===== src/rtl/turtle_cpu_data_bus.sv =====
// turtle_cpu_data_bus: address-decoded valid/ack interconnect from the core data port to NUM_CH channels,
// with per-access timeout, unmapped-address error and sticky first-error capture.
module turtle_cpu_data_bus #(
    parameter int                DATA_W         = 8,
    parameter int                D_ADDR_W       = 12,
    parameter int                NUM_CH         = 4,
    parameter int                SEL_W          = 2,
    parameter int                TIMEOUT_CYCLES = 15,
    parameter logic [DATA_W-1:0] ERR_RDATA      = '1
) (
    input  logic                     clk,
    input  logic                     reset,
    input  logic                     core_req,
    input  logic                     core_we,
    input  logic [D_ADDR_W-1:0]      core_addr,
    input  logic [DATA_W-1:0]        core_wdata,
    output logic [DATA_W-1:0]        core_rdata,
    output logic                     core_stall,
    output logic [NUM_CH-1:0]        ch_req,
    output logic                     ch_we,
    output logic [D_ADDR_W-1:0]      ch_addr,
    output logic [DATA_W-1:0]        ch_wdata,
    input  logic [NUM_CH*DATA_W-1:0] ch_rdata,
    input  logic [NUM_CH-1:0]        ch_ack,
    output logic                     bus_error,
    output logic [D_ADDR_W-1:0]      err_addr,
    input  logic                     err_clear
);
    typedef enum logic [1:0] {IDLE, BUSY, DONE} state_t;
    localparam int CNT_W = $clog2(TIMEOUT_CYCLES + 1);
    localparam logic [SEL_W:0] NUM_CH_W = (SEL_W + 1)'(NUM_CH);

    state_t              state_q, state_d;
    logic [NUM_CH-1:0]   ch_req_q, ch_req_d;
    logic                ch_we_q, ch_we_d;
    logic [D_ADDR_W-1:0] ch_addr_q, ch_addr_d;
    logic [DATA_W-1:0]   ch_wdata_q, ch_wdata_d;
    logic [SEL_W-1:0]    sel_q, sel_d;
    logic [CNT_W-1:0]    cnt_q, cnt_d;
    logic [DATA_W-1:0]   core_rdata_q, core_rdata_d;
    logic                bus_error_q, bus_error_d;
    logic [D_ADDR_W-1:0] err_addr_q, err_addr_d;
    logic [SEL_W-1:0]    sel;
    logic                unmapped, sel_ack, raise;
    logic [DATA_W-1:0]   sel_rdata;

    assign sel      = core_addr[D_ADDR_W-1 -: SEL_W];
    assign unmapped = {1'b0, sel} >= NUM_CH_W;

    always_comb begin
        sel_ack   = 1'b0;
        sel_rdata = '0;
        for (int i = 0; i < NUM_CH; i++) begin
            if (sel_q == SEL_W'(i)) begin
                sel_ack   = ch_ack[i];
                sel_rdata = ch_rdata[i*DATA_W +: DATA_W];
            end
        end
    end

    always_comb begin
        state_d      = state_q;
        ch_req_d     = ch_req_q;
        ch_we_d      = ch_we_q;
        ch_addr_d    = ch_addr_q;
        ch_wdata_d   = ch_wdata_q;
        sel_d        = sel_q;
        cnt_d        = cnt_q;
        core_rdata_d = core_rdata_q;
        raise        = 1'b0;
        case (state_q)
            IDLE: if (core_req) begin
                ch_we_d    = core_we;
                ch_addr_d  = core_addr;
                ch_wdata_d = core_wdata;
                sel_d      = sel;
                cnt_d      = '0;
                if (unmapped) begin
                    state_d      = DONE;
                    core_rdata_d = ERR_RDATA;
                    raise        = 1'b1;
                end else begin
                    state_d  = BUSY;
                    ch_req_d = NUM_CH'(1) << sel;
                end
            end
            BUSY: if (sel_ack) begin
                core_rdata_d = ch_we_q ? core_rdata_q : sel_rdata;
                ch_req_d     = '0;
                state_d      = DONE;
            end else if (cnt_q == CNT_W'(TIMEOUT_CYCLES - 1)) begin
                ch_req_d     = '0;
                core_rdata_d = ERR_RDATA;
                raise        = 1'b1;
                state_d      = DONE;
            end else begin
                cnt_d = cnt_q + CNT_W'(1);
            end
            default: state_d = IDLE;
        endcase
        // A new error beats a simultaneous clear and becomes the captured first error.
        bus_error_d = raise | (bus_error_q & ~err_clear);
        err_addr_d  = raise ? ((bus_error_q && !err_clear) ? err_addr_q : ch_addr_d)
                            : (err_clear ? '0 : err_addr_q);
    end

    always_ff @(posedge clk or posedge reset) begin
        if (reset) begin
            state_q      <= IDLE;
            ch_req_q     <= '0;
            ch_we_q      <= 1'b0;
            ch_addr_q    <= '0;
            ch_wdata_q   <= '0;
            sel_q        <= '0;
            cnt_q        <= '0;
            core_rdata_q <= '0;
            bus_error_q  <= 1'b0;
            err_addr_q   <= '0;
        end else begin
            state_q      <= state_d;
            ch_req_q     <= ch_req_d;
            ch_we_q      <= ch_we_d;
            ch_addr_q    <= ch_addr_d;
            ch_wdata_q   <= ch_wdata_d;
            sel_q        <= sel_d;
            cnt_q        <= cnt_d;
            core_rdata_q <= core_rdata_d;
            bus_error_q  <= bus_error_d;
            err_addr_q   <= err_addr_d;
        end
    end

    assign core_stall = core_req && (state_q != DONE);
    assign core_rdata = core_rdata_q;
    assign ch_req     = ch_req_q;
    assign ch_we      = ch_we_q;
    assign ch_addr    = ch_addr_q;
    assign ch_wdata   = ch_wdata_q;
    assign bus_error  = bus_error_q;
    assign err_addr   = err_addr_q;
endmodule


===== config.mk =====
export PLATFORM = sky130hd
export DESIGN_NAME = turtle_cpu_data_bus
export DESIGN_NICKNAME = d
export VERILOG_FILES = /design/src/rtl/turtle_cpu_data_bus.sv
export SDC_FILE = /design/constraint.sdc
export NUM_CORES = 1
export LEC_CHECK = 0
export CAP_MARGIN = 10
export CORE_MARGIN = 1.5
export CORE_UTILIZATION = 39
export CTS_CLUSTER_DIAMETER = 120
export DETAILED_ROUTE_END_ITERATION = 10
export GPL_TIMING_DRIVEN = 0
export PLACE_DENSITY = 0.87
export SLEW_MARGIN = 10
export SYNTH_ARGS = -nofsm -noshare
export SYNTH_HDL_FRONTEND = slang
export SYNTH_SLANG_ARGS = --single-unit

===== constraint.sdc =====
create_clock -name clk -period 1.9 [get_ports clk]
set_input_delay 0.57 -clock clk [delete_from_list [all_inputs] [get_ports clk]]
set_output_delay 0.57 -clock clk [all_outputs]
set_load 0.01 [all_outputs]

; After elaboration in Yosys (flattened, before gate mapping)
; Cells that the tools add are included.
[totals]
inputBits = 61
word_cells = 72
out_inout_bits = 47
regBits = 54
[classes]
bitwise = 3
n_eq_ne = 12
shift = 1
mux = 31
reduce_logical = 14
n_addsub = 1
[ops]
columns = cell, n
row1 = 2-to-1 mux 12 bit, 5
row2 = 2-to-1 mux 8 bit, 7
row3 = 2-to-1 mux 4 bit, 6
row4 = one-hot mux 4 bit (2 select lines), 2
row5 = != test 2 bit (second input constant), 6
row6 = 2-to-1 mux 1 bit, 7
row7 = 2-to-1 mux 2 bit, 3
row8 = AND reduction 2 bit, 3
row9 = AND reduction 3 bit, 2
row10 = nonzero test 2 bit, 3
row11 = adder 4 x 1 -> 4 bit (second input constant), 1
row12 = equality test 2 x 1 -> 1 bit (second input constant), 2
row13 = equality test 2 bit (second input constant), 2
row14 = equality test 4 bit (second input constant), 1
row15 = logical NOT 2 bit, 2
row16 = one-hot mux 2 bit (2 select lines), 1
row17 = AND reduction 4 bit, 1
row18 = left shift 1 x 2 -> 4 bit (first input constant), 1
row19 = != test 3 bit (second input constant), 1
row20 = logical AND 1 bit, 2
row21 = bitwise AND 1 bit, 1
row22 = logical NOT 1 bit, 1
row23 = NOT 1 bit, 1
row24 = bitwise OR 1 bit, 1

; Logic depth before layout (Yosys ltp)
; Gate-level depths: netlist of the first run.
[logic_depth]
word_depth = 9
depth_mapped = 6
mapped_depth_nobuf = 5

; Worst setup path after synthesis of the first run
; Ideal clock, no wire load.
[synth_timing]
path_type = input to register
start = input core_req
end = register err_addr_q[1] (netlist: err_addr[1])
n_path_buf = 1
path_stages = 4
setup_ns = 0.125
required_ns = 1.775
setup_slack_ns = -0.296
t_arrival_ns = 2.071
cell_sequence = nor3b_1 -> clkbuf_1 -> mux2_2 -> mux2_4
[synth_between]
elab_chain_cells = 4
[synth_lines]
columns = element, line_no
row1 = "start, declared", 13  ; input logic core_req,
row2 = 2-to-1 mux 12 bit, 72  ; IDLE: if (core_req) begin
row3 = 2-to-1 mux 12 bit, 71  ; case (state_q)
row4 = via ch_addr_d[1], 36  ; logic [D_ADDR_W-1:0] ch_addr_q, ch_addr_d;
row5 = 2-to-1 mux 12 bit (2 in a row), 103  ; err_addr_d = raise ? ((bus_error_q && !err_clear) ? err_addr_q : ch_addr_d)
row6 = "end signal, assigned", 129  ; err_addr_q <= err_addr_d;
row7 = "end, declared", 42  ; logic [D_ADDR_W-1:0] err_addr_q, err_addr_d;
; The timed path passes the listed nets, and every way through them passes these cells. The select of a mux whose other input is x is not followed.
; A chain may end at the register's enable or synchronous reset.

; Worst setup path after layout of the first run
[layout_timing]
start = input ch_ack[2]
end = register err_addr_q[2] (netlist: err_addr[2])
[layout_between]
elab_chain_cells = 6
word_cells_on_any_way = 8
classes_between = 1 x eq/ne / 5 x mux / 2 x reduce/logical
[layout_lines]
columns = element, line_no
row1 = "start, declared", 24  ; input logic [NUM_CH-1:0] ch_ack,
row2 = 2-to-1 mux 1 bit * (2 in a row), 54  ; if (sel_q == SEL_W'(i)) begin
row3 = 2-to-1 mux 1 bit *, 87  ; BUSY: if (sel_ack) begin
row4 = 2-to-1 mux 1 bit *, n/a
row5 = != test 2 bit (no source line) or nonzero test 2 bit (tied branches), n/a
row6 = AND reduction 2 bit (no source line), n/a
; Every way passes the cells marked *; elsewhere a longest branch is shown, timed or not.

==> results.py, run 1 <==
metrics = {
    "outcome": {
        "status": "finished with violations",
        "violations": "design-rule violations, negative setup slack",
    },
    "timing": {
        "fin_skew_ns": 0.005647,
        "setup_viol": 12,
        "tightest_slew_ns": 0.5163,
        "fin_crit_ns": 2.215,
        "hold_viol": 0,
        "clock.fmax_mhz": 451.5,
        "postLayoutSetupSlackWorst_ns": -0.3148,
        "slew_violations": 0,
        "setup_tns_ns": -3.576,
        "max_slew_margin_pct": 65.44,
        "period_share_pct": 116.6,
        "whs_ns": 0.4903,
        "rsz0062_at_grt": "true",
    },
    "synth": {
        "synth.most_common_cell": "dfrtp_1",
        "synth_area_um2": 2609,
        "syn-mean-instance-area_um2": 11.39,
        "synthFlopType": "dfrtp_1",
        "ys_ff_latch": 54,
        "ys_seq_area_share_pct": 51.80,
        "synth_cells": 229,
        "syn_nets": 292,
        "synthTopCellsByArea": "dfrtp_1 52%, mux2i_1 9.2%, nand2_1 5.3%",
        "synth.distinct_cells": 28,
        "synth_commonest_cells": "54 x dfrtp_1, 37 x nand2_1, 24 x mux2i_1",
        "synth_top_area_share_pct": 51.80,
        "synth_top_cell_by_area": "dfrtp_1",
        "async_reset_ff_share_pct": 100.0,
        "yosys_warnings": 0,
        "synth_edf_count": 0,
    },
    "setup_path": {
        "max_stage_delay_ns": 0.54,
        "timing.rr.end": "err_addr[2]$_DFFE_PP0P_",
        "worstPathArrival_ns": 2.42,
        "r2r_start": "sel_q[0]$_DFFE_PP0P_",
        "r2r_slack_ns": -0.30,
        "critPathKind": "in -> reg",
        "worstPathRequired_ns": 2.10,
        "crit_path_frequent_cell": "buf_12",
        "r2r_cells": 6,
        "crit_path_max_fanout": 5,
        "cp_slowest_cell": "or4_4",
        "cp_cell_sequence": "dlygate4sd2_1, mux4_2, or4_4, buf_12, buf_12, mux2_4",
        "crit_path_end_kind": "flop",
        "crit_path_start_kind": "input pin",
    },
    "routing": {
        "route.met2.wl_mm": 3.137,
        "drc": 9,
        "maxUsedRoutingLayer": "met4",
        "dr.pass1.iters": 7,
        "routedLengthMet1_mm": 2.748,
        "wl_met3_um": 788,
        "postRouteAntennaNets": 0,
        "avgRoutedWirePerCell_um": 15.74,
        "wl_mm": 6.719,
        "drt_iter0_drc": 74,
        "num_vias": 2168,
        "viasPerCell": 5.077,
    },
    "clock_network": {
        "cts_tree": "built",
        "cts_buffers": 5,
        "clock_latency_ns": 0.31,
        "root_buffer": "clkbuf_8",
        "cts.htree.levels": 2,
        "cts.clk_slew.worst_paths_ns": 0.09,
        "clockBufferDepth": 2,
        "cts_num_sinks": 54,
    },
    "floorplanning": {
        "floorplan.die_area_um2": 7189,
        "core-area_um2": 6422,
        "initial_core_util_pct": 40.62,
        "rows": 29,
        "fp.dieH_um": 84.79,
        "boundaryPins": 108,
        "die_x_um": 84.79,
    },
    "cells_and_area": {
        "final.fill_count": 540,
        "num_antenna_cells": 0,
        "drive_gt1_share_pct": 16.57,
        "fin_nets": 413,
        "syn_to_final_growth_pct": 54.96,
        "stdcell_count": 427,
    },
    "placed_design": {
        "dp_hpwl_mm": 4.926,
        "gp_congestion": 0.7733,
        "post-place-cells": 414,
        "port_buffers": 107,
        "dp_slack_ns": -1.049,
    },
    "global_route": {
        "grt_pass1_vias": 2276,
        "grt_usage_pct": 19.61,
        "antenna_found_initial": 0,
        "grt_pass1_wl_mm": 11.13,
        "grt_max_degree": 40,
        "overflow": 0,
    },
    "power": {
        "sw_frac_of_total_pct": 35.12,
        "total_power_mw": 5.212,
        "peakVddDrop_v": 0.0007943,
        "seqPwrFrac_pct": 35.5,
        "p_switching_mw": 1.831,
        "pwr-share-comb_pct": 49.4,
        "internal-power_mw": 3.382,
        "clockPowerShare_pct": 15.1,
        "p_leak_nw": 1.887,
        "p_per_area_nw_per_um2": 1289,
    },
    "worst_hold_path": {
        "hold_class": "reg -> reg",
        "holdPathEnd": "ch_wdata[4]$_DFFE_PP0P_",
        "hold_depth": 2,
        "hp-start": "ch_wdata[4]$_DFFE_PP0P_",
    },
    "flow_run": {
        "maxCapViolations": 0,
    },
}
logic make-up after synthesis:
logic type,count (synthesis),share of synthesized area [%]
buf+inv,29,4.748
flops,54,51.80
fa+ha+maj,2,0.9591
mux,45,19.86
compound gates,22,7.290
simple gates,77,15.35
sequential cells by signal, summed over array words and instances, names as in the netlist:
| register | cells |
|---|---|
| sel_q | 2 |
| ch_req | 4 |
| ch_we | 1 |
| cnt_q | 4 |
| ch_wdata | 8 |
| bus_error | 1 |
| state_q | 2 |
| err_addr | 12 |
| core_rdata | 8 |
| ch_addr | 12 |
what timing repair did:
item                       4_1_cts  5_1_grt
gates resized for setup         23        7
pin swaps                        1        1
setup endpoints to repair       48       27
hold buffers                     0        0
buffers inserted                 7        0
power groups by stage:
stage	clock network, mW	registers, mW	logic [mW]
detailed placement	0	1.84	2.52
floorplan	0	1.98	1.18
global placement	0	1.83	2.46
finish	0.788	1.85	2.58
CTS	0.810	1.85	2.59
global route	0.862	1.90	2.80
critical path: cells and delay by family:
family,cells,cell delay (ns)
multiplexers,2,0.80
AND/OR/NAND/NOR,1,0.54
buffers and inverters,3,0.51
layout make-up:
| type | count | area [um2] | area share (%) |
|---|---|---|---|
| plain buffers | 13 | 77.57 | 1.919 |
| clock buffers | 6 | 82.58 | 2.043 |
| clock inverters | 1 | 30.03 | 0.7428 |
| inverters | 15 | 56.30 | 1.393 |
| multi-input cells | 146 | 1187 | 29.37 |
| flip-flops and latches | 54 | 1351 | 33.43 |
| well taps | 77 | 96.34 | 2.383 |
| repair buffers | 115 | 1161 | 28.72 |
how the worst max path moves through the flow:
| stage | startpoint | to | slack, ns | cells past startpoint |
|---|---|---|---|---|
| 2_1_floorplan | ch_ack[3] | err_addr[0]$_DFFE_PP0P_ | -0.25 | 4 |
| 3_3_place_gp | core_req | err_addr[2]$_DFFE_PP0P_ | -0.98 | 5 |
| 3_5_place_dp | core_req | err_addr[2]$_DFFE_PP0P_ | -1.05 | 5 |
| 4_1_cts | sel_q[0]$_DFFE_PP0P_ | err_addr[2]$_DFFE_PP0P_ | -0.35 | 6 |
| 5_1_grt | sel_q[0]$_DFFE_PP0P_ | err_addr[6]$_DFFE_PP0P_ | -0.36 | 6 |
| 6_report | ch_ack[2] | err_addr[2]$_DFFE_PP0P_ | -0.31 | 6 |
routing by layer:
layer  track usage, %  vias to the layer above
met2            32.65                       82
met1            23.69                     1048
met3            8.948                        6
met4            3.577                        0
met5                0                        -
li1                 -                     1032
stage by stage:
stage	utilization, %	instance area (um2)
after floorplan	-	2618
after global placement	58.93	3785
after detailed placement	59.34	3811
after CTS	62.81	4034
after global routing	62.95	4043
final	62.95	4043
cells in the final DEF (no fill, tap or decap), types with 6 or more instances in the layout:
cell type        count
dfrtp_1             54
nand2_1             37
mux2_4               8
mux2i_1             24
clkbuf_8             6
mux2_2              12
and3_1              10
inv_1               14
a22o_1               8
clkdlybuf4s50_1    101
clkbuf_1             6
nor2b_1             11
a221oi_1             8
Power figures use the tool's default switching activity.
==> inputs of run 2 (changes only) <==
--- a/config.mk
+++ b/config.mk
@@ -7,11 +7,11 @@
 export LEC_CHECK = 0
 export CAP_MARGIN = 10
 export CORE_MARGIN = 1.5
-export CORE_UTILIZATION = 39
+export CORE_UTILIZATION = 43
 export CTS_CLUSTER_DIAMETER = 120
 export DETAILED_ROUTE_END_ITERATION = 10
 export GPL_TIMING_DRIVEN = 0
-export PLACE_DENSITY = 0.87
+export PLACE_DENSITY = 0.9
 export SLEW_MARGIN = 10
 export SYNTH_ARGS = -nofsm -noshare
 export SYNTH_HDL_FRONTEND = slang
==> constraint.sdc (replaced) <==
create_clock -name clk -period 2.4 [get_ports clk]
set_input_delay 0.72 -clock clk [delete_from_list [all_inputs] [get_ports clk]]
set_output_delay 0.72 -clock clk [all_outputs]
set_load 0.01 [all_outputs]
==> run 2 against run 1 <==
Compared with the run above:
- the flow now finishes without violations
- critical path type unchanged
- critical endpoint is now err_addr[5]$_DFFE_PP0P_
- utilization grew 4.7 points
- flip-flop and latch count is the same
- clock power shrank 32%
==> results.py, run 2 (synthesis gave the netlist of run 1 again) <==
metrics = {
    "cells_and_area": {
        "layout_commonest_cell": "clkdlybuf4s50_1",
        "post-route-util_pct": 67.69,
        "num_antenna_cells": 0,
        "drive_gt1_share_pct": 14.57,
        "stdcell_count": 425,
        "syn_to_final_growth_pct": 52.71,
        "fin_nets": 412,
        "mostFrequentLayoutCells": "102 x clkdlybuf4s50_1, 54 x dfrtp_1, 37 x nand2_1, 24 x mux2i_1, 14 x inv_1",
        "final.fill_count": 468,
    },
    "power": {
        "total_power_mw": 3.991,
        "p_leak_nw": 1.873,
        "pwr-share-comb_pct": 50.1,
        "sw_frac_of_total_pct": 35.60,
        "p_switching_mw": 1.421,
        "clockPowerShare_pct": 13.5,
        "internal-power_mw": 2.570,
        "seqPwrFrac_pct": 36.4,
        "p_per_area_nw_per_um2": 1002,
        "peakVddDrop_v": 0.0006980,
    },
    "routing": {
        "drt_iter0_drc": 124,
        "postRouteAntennaNets": 0,
        "dr.pass1.iters": 4,
        "drc": 0,
        "viasPerCell": 5.021,
        "avgRoutedWirePerCell_um": 14.92,
        "wl_mm": 6.341,
        "num_vias": 2134,
    },
    "setup_path": {
        "worstPathArrival_ns": 2.57,
        "r2r_cells": 5,
        "max_stage_delay_ns": 0.55,
        "crit_path_start_kind": "input pin",
        "crit_path_max_fanout": 5,
        "r2r_start": "sel_q[0]$_DFFE_PP0P_",
        "cp_cell_sequence": "dlygate4sd2_1, mux4_2, or4_4, bufbuf_16, mux2_4",
        "crit_path_end_kind": "flop",
        "critPathKind": "in -> reg",
        "cp_slowest_cell": "or4_4",
        "crit_end": "err_addr[5]$_DFFE_PP0P_",
        "r2r_slack_ns": 0.11,
        "worstPathRequired_ns": 2.60,
        "crit_start": "ch_ack[3]",
        "timing.rr.end": "err_addr[5]$_DFFE_PP0P_",
    },
    "timing": {
        "slew_violations": 0,
        "max_slew_margin_pct": 47.99,
        "rsz0062_at_grt": "false",
        "postLayoutSetupSlackWorst_ns": 0.02673,
        "clock.fmax_mhz": 421.4,
        "setup_viol": 0,
        "whs_ns": 0.4811,
        "fin_skew_ns": 0.005434,
        "tightest_slew_ns": 0.7781,
        "hold_viol": 0,
        "fin_crit_ns": 2.373,
        "period_share_pct": 98.89,
    },
    "placed_design": {
        "dp_slack_ns": -0.9894,
        "dp_hpwl_mm": 4.780,
        "port_buffers": 107,
        "post-place-cells": 412,
        "gp_congestion": 0.8017,
    },
    "clock_network": {
        "clockBufferDepth": 2,
        "clock_latency_ns": 0.30,
        "cts_tree": "built",
        "cts.htree.levels": 2,
        "cts.clk_slew.worst_paths_ns": 0.10,
        "cts_buffers": 5,
        "root_buffer": "clkbuf_8",
        "cts_num_sinks": 54,
        "postCtsHoldBufs": 0,
    },
    "worst_hold_path": {
        "hp-start": "ch_wdata[0]$_DFFE_PP0P_",
        "hold_class": "reg -> reg",
    },
    "floorplanning": {
        "floorplan.die_area_um2": 6543,
        "boundaryPins": 108,
        "fp.dieH_um": 80.89,
        "core-area_um2": 5886,
        "rows": 28,
        "initial_core_util_pct": 44.32,
        "die_x_um": 80.89,
    },
    "global_route": {
        "overflow": 0,
        "grt_pass1_wl_mm": 10.54,
        "grt_usage_pct": 20.88,
        "antenna_found_initial": 0,
        "grt_pass1_vias": 2158,
        "grt_max_degree": 40,
    },
    "flow_run": {
        "maxCapViolations": 0,
    },
    "outcome": {
        "status": "completed",
    },
}
[run 2: cell count changes in the layout (fill, tap and decap cells not counted), sizes merged]
cell / previous run / this run
buf: 13 / 10
clkdlybuf4s15: 3 / 0
clkbuf: 14 / 16
clkinv: 0 / 2
bufbuf: 0 / 1
bufinv: 1 / 0
clkdlybuf4s50: 101 / 102
dlygate4sd2: 3 / 4
[run 2: final cells by class]
class | count | area (um2) | area share, %
clock inverter | 2 | 17.52 | 0.4397
tap | 75 | 93.84 | 2.356
timing repair buffer | 113 | 1144 | 28.71
inverter | 15 | 56.30 | 1.413
clock buffer | 6 | 82.58 | 2.073
multi-input combinational | 146 | 1151 | 28.89
sequential | 54 | 1351 | 33.92
buffer | 14 | 87.58 | 2.198
[run 2: stage by stage]
step           instance area [um2]  TNS (ns)
2_1_floorplan                 2609         0
3_3_place_gp                  3774    -56.09
3_5_place_dp                  3800    -27.10
4_1_cts                       3981         0
5_1_grt                       3984         0
6_report                      3984         0
[run 2: worst max-delay path, delay by kind of cell]
family | cells | cell delay (ns)
muxes | 2 | 0.78
buffers and inverters | 2 | 0.52
and+or+nand+nor | 1 | 0.55
[run 2: power groups by stage]
| stage | logic (mW) | registers (mW) | clock network, mW |
|---|---|---|---|
| floorplan | 0.931 | 1.57 | 0 |
| global placement | 1.91 | 1.44 | 0 |
| detailed placement | 1.98 | 1.46 | 0 |
| CTS | 2.01 | 1.45 | 0.553 |
| global route | 2.18 | 1.50 | 0.592 |
| finish | 2.00 | 1.45 | 0.539 |
[run 2: worst min path at each step]
stage                              end  slack [ns]  cells after the start
2_1_floorplan     cnt_q[3]$_DFFE_PP0P_        0.46                      1
3_3_place_gp   ch_wdata[0]$_DFFE_PP0P_        0.46                      2
3_5_place_dp   ch_wdata[3]$_DFFE_PP0P_        0.46                      2
4_1_cts        ch_wdata[0]$_DFFE_PP0P_        0.49                      2
5_1_grt        ch_wdata[7]$_DFFE_PP0P_        0.53                      2
6_report       ch_wdata[0]$_DFFE_PP0P_        0.48                      2
[run 2: layer usage]
metal,share of wire [%],up-vias,global-route usage [%]
li1,-,1033,-
met1,42,1041,27.18
met2,52,53,35.67
met3,4.6,7,5.056
met4,0.66,0,3.793
met5,0,-,0
[run 2: repair_timing]
action / CTS / global route
setup endpoints to repair: 35 / 9
pin swaps: 1 / 0
gates resized for setup: 16 / 3
setup buffers: 3 / 1
gates cloned: 1 / 0
